### config.mk
export PLATFORM = sky130hd
export DESIGN_NAME = alu_operand_sequencer
export DESIGN_NICKNAME = d
export VERILOG_FILES = /design/src/rtl/alu_seq_pkg.sv /design/src/rtl/btn_debounce.sv /design/src/rtl/alu_operand_sequencer.sv
export SDC_FILE = /design/constraint.sdc
export NUM_CORES = 1
export LEC_CHECK = 0
export CAP_MARGIN = 20
export CELL_PAD_IN_SITES_DETAIL_PLACEMENT = 0
export CELL_PAD_IN_SITES_GLOBAL_PLACEMENT = 1
export CORE_MARGIN = 5
export CORE_UTILIZATION = 38
export DETAILED_ROUTE_END_ITERATION = 7
export GPL_TIMING_DRIVEN = 1
export PLACE_DENSITY_LB_ADDON = 0.12
export SYNTH_ARGS = -nofsm -noshare
export SYNTH_HDL_FRONTEND = slang
export SYNTH_HIERARCHICAL = 1
export SYNTH_SLANG_ARGS = --single-unit
### constraint.sdc
create_clock -name clk -period 2.8 [get_ports clk]
set_input_delay 0.28 -clock clk [delete_from_list [all_inputs] [get_ports clk]]
set_output_delay 0.28 -clock clk [all_outputs]
set_load 0.01 [all_outputs]
### src/rtl/alu_seq_pkg.sv
// Shared types for the ALU operand sequencer: FSM state encoding and ALU opcodes.
package alu_seq_pkg;

  typedef enum logic [2:0] {
    GET_A    = 3'd0,
    GET_B    = 3'd1,
    GET_OP   = 3'd2,
    ISSUE    = 3'd3,
    WAIT_ACK = 3'd4,
    SHOW     = 3'd5
  } seq_state_t;

  localparam int OP_W = 3;

  localparam logic [OP_W-1:0] OP_RCA  = 3'd0;
  localparam logic [OP_W-1:0] OP_CLA  = 3'd1;
  localparam logic [OP_W-1:0] OP_SUB  = 3'd2;
  localparam logic [OP_W-1:0] OP_AND  = 3'd3;
  localparam logic [OP_W-1:0] OP_OR   = 3'd4;
  localparam logic [OP_W-1:0] OP_PASS = 3'd5;

  // States in which an ENTER press has an effect; elsewhere presses are dropped.
  function automatic logic takes_press(seq_state_t s);
    return (s == GET_A) || (s == GET_B) || (s == GET_OP) || (s == SHOW);
  endfunction

endpackage

### src/rtl/btn_debounce.sv
// ENTER button conditioner: 2-flop synchronizer, stability counter, rising-edge press pulse.
module btn_debounce #(
  parameter int DEBOUNCE_CYCLES = 16
) (
  input  logic clk,
  input  logic reset,
  input  logic btn_raw,
  output logic press
);

  localparam int CW = (DEBOUNCE_CYCLES < 2) ? 1 : $clog2(DEBOUNCE_CYCLES + 1);

  logic [1:0]    sync;
  logic [CW-1:0] cnt;
  logic          level;

  // cnt counts consecutive synchronized samples that disagree with the current level;
  // the level flips on the DEBOUNCE_CYCLES-th one, and the press fires on that same edge.
  always_ff @(posedge clk or posedge reset) begin
    if (reset) begin
      sync  <= '0;
      cnt   <= '0;
      level <= 1'b0;
      press <= 1'b0;
    end else begin
      sync  <= {sync[0], btn_raw};
      press <= 1'b0;
      if (sync[1] == level) begin
        cnt <= '0;
      end else if (cnt == CW'(DEBOUNCE_CYCLES - 1)) begin
        level <= sync[1];
        press <= sync[1];
        cnt   <= '0;
      end else begin
        cnt <= cnt + 1'b1;
      end
    end
  end

endmodule

### src/rtl/alu_operand_sequencer.sv
// Switch/button front end for the board ALU: gathers A, B, opcode, runs the req/ack handshake.
// Optional feature macro: ACC_CHAIN_EN (reuse low half of a good result as the next operand A).
module alu_operand_sequencer
  import alu_seq_pkg::*;
#(
  parameter int WIDTH           = 4,
  parameter int DEBOUNCE_CYCLES = 16,
  parameter int ACK_TIMEOUT     = 255
) (
  input  logic               clk,
  input  logic               reset,
  input  logic [WIDTH-1:0]   sw_data,
  input  logic [2:0]         sw_op,
  input  logic               btn_enter,
  output logic [WIDTH-1:0]   alu_a,
  output logic [WIDTH-1:0]   alu_b,
  output logic [2:0]         alu_op,
  output logic               alu_req,
  input  logic               alu_ack,
  input  logic [2*WIDTH-1:0] alu_result,
  output logic [2*WIDTH-1:0] result_q,
  output logic               result_valid,
  output logic               err,
  output logic [2:0]         state_dbg
);

  localparam int TW = (ACK_TIMEOUT < 2) ? 1 : $clog2(ACK_TIMEOUT + 1);

  seq_state_t    state, state_nxt;
  logic          press, press_ok;
  logic [TW-1:0] tmo_cnt;
  logic          ack_hit, tmo_hit, chain;

  btn_debounce #(.DEBOUNCE_CYCLES(DEBOUNCE_CYCLES)) u_enter (
    .clk     (clk),
    .reset   (reset),
    .btn_raw (btn_enter),
    .press   (press)
  );

  assign press_ok = press && takes_press(state);
  assign ack_hit  = (state == WAIT_ACK) && alu_ack;
  // Ack takes priority: a timeout only counts when no ack arrives in that same cycle.
  assign tmo_hit  = (state == WAIT_ACK) && !alu_ack && (tmo_cnt == TW'(ACK_TIMEOUT - 1));

`ifdef ACC_CHAIN_EN
  assign chain = result_valid && !err;
`else
  assign chain = 1'b0;
`endif

  always_ff @(posedge clk or posedge reset) begin
    if (reset) state <= GET_A;
    else       state <= state_nxt;
  end

  always_comb begin
    state_nxt = state;
    case (state)
      GET_A:    if (press_ok) state_nxt = GET_B;
      GET_B:    if (press_ok) state_nxt = GET_OP;
      GET_OP:   if (press_ok) state_nxt = ISSUE;
      ISSUE:    state_nxt = WAIT_ACK;
      WAIT_ACK: if (ack_hit || tmo_hit) state_nxt = SHOW;
      SHOW:     if (press_ok) state_nxt = chain ? GET_B : GET_A;
      default:  state_nxt = GET_A;
    endcase
  end

  // Operands only move on their own latching press, so they are frozen while alu_req=1.
  always_ff @(posedge clk or posedge reset) begin
    if (reset) begin
      alu_a        <= '0;
      alu_b        <= '0;
      alu_op       <= '0;
      alu_req      <= 1'b0;
      result_q     <= '0;
      result_valid <= 1'b0;
      err          <= 1'b0;
      tmo_cnt      <= '0;
    end else begin
      case (state)
        GET_A:  if (press_ok) alu_a  <= sw_data;
        GET_B:  if (press_ok) alu_b  <= sw_data;
        GET_OP: if (press_ok) alu_op <= sw_op;
        ISSUE: begin
          alu_req      <= 1'b1;
          result_q     <= '0;
          result_valid <= 1'b0;
          err          <= 1'b0;
          tmo_cnt      <= '0;
        end
        WAIT_ACK: begin
          if (ack_hit) begin
            result_q     <= alu_result;
            result_valid <= 1'b1;
            alu_req      <= 1'b0;
          end else if (tmo_hit) begin
            result_q <= '0;
            err      <= 1'b1;
            alu_req  <= 1'b0;
          end else begin
            tmo_cnt <= tmo_cnt + 1'b1;
          end
        end
        SHOW:    if (press_ok && chain) alu_a <= result_q[WIDTH-1:0];
        default: ;
      endcase
    end
  end

  assign state_dbg = state;

endmodule

; Word level (Yosys, flattened, before mapping)
; Cells that the tools add are included.
[word_totals]
ff_bits = 42
in_bits = 19
out_inout_bits = 25
wordCells = 78
[classes]
addsub = 2
n_eq_ne = 18
muxes = 24
bitwise = 1
n_reduce_logical = 20
[op_table]
columns = op, n
row1 = 2-to-1 mux 8 bit, 4
row2 = one-hot mux 8 bit (2 select lines), 2
row3 = one-hot mux 3 bit (6 select lines), 1
row4 = "!= test 2 bit, second input constant", 8
row5 = 2-to-1 mux 3 bit, 5
row6 = AND reduction 2 bit, 6
row7 = 2-to-1 mux 5 bit, 2
row8 = "adder 8 x 1 -> 8 bit, second input constant", 1
row9 = "equality test 8 bit, second input constant", 1
row10 = 2-to-1 mux 1 bit, 7
row11 = "equality test 3 x 2 -> 1 bit, second input constant", 2
row12 = "equality test 3 bit, second input constant", 2
row13 = one-hot mux 1 bit (2 select lines), 3
row14 = AND reduction 3 bit, 2
row15 = "adder 5 x 1 -> 5 bit, second input constant", 1
row16 = "equality test 5 x 4 -> 1 bit, second input constant", 1
row17 = AND reduction 5 bit, 1
row18 = logical AND 1 bit, 4
row19 = logical OR 1 bit, 4
row20 = "equality test 3 x 1 -> 1 bit, second input constant", 1
row21 = logical NOT 3 bit, 1
row22 = "!= test 3 bit, second input constant", 1
row23 = "!= test 2 x 1 -> 1 bit, second input constant", 1
row24 = nonzero test 2 bit, 1
row25 = 3 further kinds, 3

; Longest topological paths before layout
[logic_depth]
depth_word = 7
mapped_depth = 6
depth_no_buf = 6

; Modules after synthesis
; Netlist, hierarchy kept.
[by_module_without_submodules]
columns = mod, n_inst, cells_each, area_per_inst_um2, seq_area_each_um2
row1 = alu_operand_sequencer, 1, 118, 1461.4, 825.8
row2 = btn_debounce, 1, 26, 339.1, 225.2

; Worst setup path before layout
; OpenSTA, ideal clock, no wires.
[synth_timing]
path_type = reg2reg
start = register state[1], in the netlist state_dbg[1]
end = register tmo_cnt[5]
setup_time_ns = 0.134
t_arrival_ns = 1.439
slack_ns = 1.228
stages_incl_launch_ff = 6
path_buffers = 1
synth_period_minus_slack_ns = 1.572
cell_sequence = dfrtp_1 -> buf_6 -> nor4b_4 -> o211ai_1 -> o211ai_1 -> o41ai_1
[synth_via]
elab_chain_cells = 5
word_cells_on_any_way = 10
cone_classes = 4 x eq/ne / 1 x mux / 5 x reduce/logical
[synth_lines]
columns = element, line
row1 = from (decl), alu_operand_sequencer.sv:29  ; seq_state_t state, state_nxt;
row2 = from (signal assigned), alu_operand_sequencer.sv:54  ; else state <= state_nxt;
row3 = equality test 3 bit, "alu_operand_sequencer.sv:42, alu_operand_sequencer.sv:44, alu_operand_sequencer.sv:82"
row4 = logical AND 1 bit (2 in series), alu_operand_sequencer.sv:44  ; assign tmo_hit = (state == WAIT_ACK) && !alu_ack && (tmo_cnt == TW'(ACK_TIMEOUT - 1));
row5 = != test 2 bit (no line), --
row6 = AND reduction 3 bit (no line), --
row7 = to (signal assigned), alu_operand_sequencer.sv:103  ; tmo_cnt <= tmo_cnt + 1'b1;
row8 = to (decl), alu_operand_sequencer.sv:31  ; logic [TW-1:0] tmo_cnt;
; Parallel ways exist; a longest one is shown, timed or not.
; A chain may end at the register's enable or synchronous reset.

; Final worst setup path
[layout_timing]
start = register state[0], in the netlist state_dbg[0]
end = output port state_dbg[0]
[layout_lines]
columns = element, line
row1 = to (decl), alu_operand_sequencer.sv:24  ; output logic [2:0] state_dbg
; No word-level cell between the ends.

==> out/qor.txt <==
clock tree buffer depth -> 2
First-pass DRT Iterations -> 4
Fmax -> 551 MHz
Clock power frac -> 0.353
CTS tree -> built
detail-routed via count per cell -> 5.21
Final Cycle Share -> 0.649
die width -> 78.8 µm
post-DP HPWL -> 2760 µm
Area Overhead vs Synth -> 30.8%
Worst-Skew Late Latency -> 280 ps
most frequent cells in the layout -> 43 x clkdlybuf4s50_1, 42 x dfrtp_1, 12 x nor2_1, 12 x mux2_2, 9 x a22o_1
Worst Skew -> 6.83 ps
Yosys cell types -> 40
remaining global-route overflow -> 0
pin count of the biggest net entering global routing -> 34
sequential share of the synthesized area -> 0.584
n_diodes -> 0
Worst R2R Setup Slack -> 1070 ps
Top Ports -> 44
switching share of total power -> 0.212
ANT nets after route -> 0
Synth Area per Inst -> 12.5 µm²
Total Wirelength -> 3760 µm
min cycle time layout -> 1820 ps
Initial Util -> 0.386
Core ar. -> 4660 µm²
Final #Nets -> 213
Crit Path Category -> flop to output port
vias in the first global route -> 1,386
CP max stage delay -> 640 ps
Slew Limit Fails -> 0
worst path required time -> 2520 ps
Seq pwr share -> 0.599
die area -> 6210 µm²
Placer Congestion -> 0.719
Synthesized Nets -> 166
DR DRC count -> 0
Async SR Flop Fraction -> 1.00
layout cells sized above 1 -> 0.120
Synthesis Warnings -> 6
Hold-fix buffers, CTS -> 0
Final Worst Setup Slack -> 984 ps
die height -> 78.8 µm
CP Max Fanout -> 11
Static Leak -> 1.08 nW
worst reg-to-reg path cell count -> 4
CTS sink count -> 42
worst reg2reg path startpoint -> state_dbg[0]$_DFFE_PP0P_
WP data arrival -> 1540 ps
placed cell count -> 238
status -> completed
fin cells -> 245
first-pass GRT wire length -> 6420 µm
slowest CP cell -> clkdlybuf4s50_1
WP buf/inv -> 1
setup TNS -> 0 ps
worst hold margin -> 269 ps
Setup WS pre-CTS -> 907 ps
GRT Total Usage -> 0.130
Crit path max-delay family -> buffers and inverters
RSZ-0062 raised after global routing -> false
prevailing post-synth register cell -> dfrtp_1
nature of the critical path endpoint -> output port
number of CTS-inserted buffers -> 5
Post-CTS Resized -> 0
average wire per standard cell -> 15.3 µm
synthesized area -> 1800 µm²
Pwr Density -> 436 nW/µm²
Std-Cell Rows -> 25
Via Count -> 1,276
worst slew pin tran -> 485 ps
Logic pwr share -> 0.048
Post-CTS Setup Bufs -> 0
Port Buf Inserts -> 43
Placed Instance Area -> 2270 µm²
Hold Fails Final Rpt -> 0
clk root buf -> clkbuf_8
Max Cap Viol -> 0
startpoint type of the worst setup path -> flop
Slew HR -> 0.676
worst-path cell chain -> clkdlybuf4s50_1
Critical R2R Capture -> tmo_cnt[2]$_DFFE_PP0P_
most common cell after layout, fill and taps aside -> clkdlybuf4s50_1
H-Tree Depth -> 2
Post-synth EDFFs -> 0
DR iter-0 viols -> 91
# setup viols final -> 0
Hold Crit Class -> input port to asynchronous set/reset pin
flop and latch count out of synthesis -> 42
cell count after synthesis -> 144
initial antenna violation count -> 0
Clock transition at path regs -> 80 ps
P_sw -> 0.000218 W
Int Pwr -> 0.000810 W
Final Cell Area -> 2350 µm²
Max VDD drop -> 0.000245 V
[worst reg2reg max path: stages (launching register included)]
cell and delay (ps):
dfrtp_1 540, nor4b_4 540, o21ai_0 280, nor2b_1 170, nor3_1 70
[registers in the layout, indices dropped and copies added, names as in the netlist]
name,count
result_valid,1
err,1
alu_req,1
u_enter/sync,2
alu_op,3
state_dbg,3
alu_a,4
result_q,8
alu_b,4
u_enter/cnt,5
u_enter/level,1
u_enter/press,1
tmo_cnt,8
[per-stage QoR]
stage,power (W),util
floorplan,0.000643,-
global placement,0.000675,0.488
detailed placement,0.000678,0.488
finish,0.00103,0.505
global route,0.00108,0.505
CTS,0.00105,0.505
[worst max path at each step]
| stage | start | end | slack, ps | depth (start not counted) |
|---|---|---|---|---|
| finish | state_dbg[0]$_DFFE_PP0P_ | state_dbg[0] | 980 | 1 |
| global route | state_dbg[1]$_DFFE_PP0P_ | tmo_cnt[2]$_DFFE_PP0P_ | 880 | 4 |
| CTS | state_dbg[0]$_DFFE_PP0P_ | state_dbg[0] | 970 | 1 |
| detailed placement | alu_ack | tmo_cnt[5]$_DFFE_PP0P_ | 910 | 5 |
| global placement | alu_ack | tmo_cnt[5]$_DFFE_PP0P_ | 960 | 5 |
| floorplan | state_dbg[1]$_DFFE_PP0P_ | tmo_cnt[5]$_DFFE_PP0P_ | 1230 | 5 |
[metal layers]
metal / global-route usage / wire length (µm)
met5: 0 / 0
met4: 0.0481 / 31
met3: 0.0533 / 267
met2: 0.212 / 1830
met1: 0.155 / 1630
[layout make-up]
class | count | area (µm²)
timing repair buffer | 44 | 438
sequential | 42 | 1050
fill | 418 | 2310
clock inverter | 1 | 7.51
inverter | 7 | 26.3
multi-input combinational | 91 | 692
tap | 54 | 67.6
clock buffer | 6 | 72.6
[synth_stat cells, types with 3 or more instances]
| cell type | n | area share |
|---|---|---|
| a21oi_1 | 3 | 0.0083 |
| a22o_1 | 9 | 0.044 |
| and2_1 | 3 | 0.010 |
| and3_1 | 3 | 0.010 |
| dfrtp_1 | 42 | 0.58 |
| ha_1 | 3 | 0.021 |
| inv_1 | 7 | 0.015 |
| mux2_2 | 12 | 0.075 |
| nand2_1 | 6 | 0.013 |
| nor2_1 | 12 | 0.025 |
| xor2_1 | 7 | 0.034 |
[power groups by stage]
| stage | combinational (W) | sequential (W) | clock, W |
|---|---|---|---|
| floorplan | 0.0000175 | 0.000626 | 0 |
| CTS | 0.0000511 | 0.000615 | 0.000381 |
| detailed placement | 0.0000508 | 0.000627 | 0 |
| finish | 0.0000495 | 0.000615 | 0.000363 |
| global route | 0.0000555 | 0.000615 | 0.000404 |
| global placement | 0.0000487 | 0.000626 | 0 |
[kinds of logic after synthesis]
group / count (synthesis) / share of synthesized area
XOR/XNOR: 7 / 0.0341
adder cells (fa/ha/maj): 3 / 0.0209
multiplexers: 13 / 0.0806
flip-flops: 42 / 0.584
AND/OR/NAND/NOR: 41 / 0.136
buffers and inverters: 11 / 0.0320
AO/OA/AOI/OAI: 27 / 0.113
(Power assumes the default switching activity.)
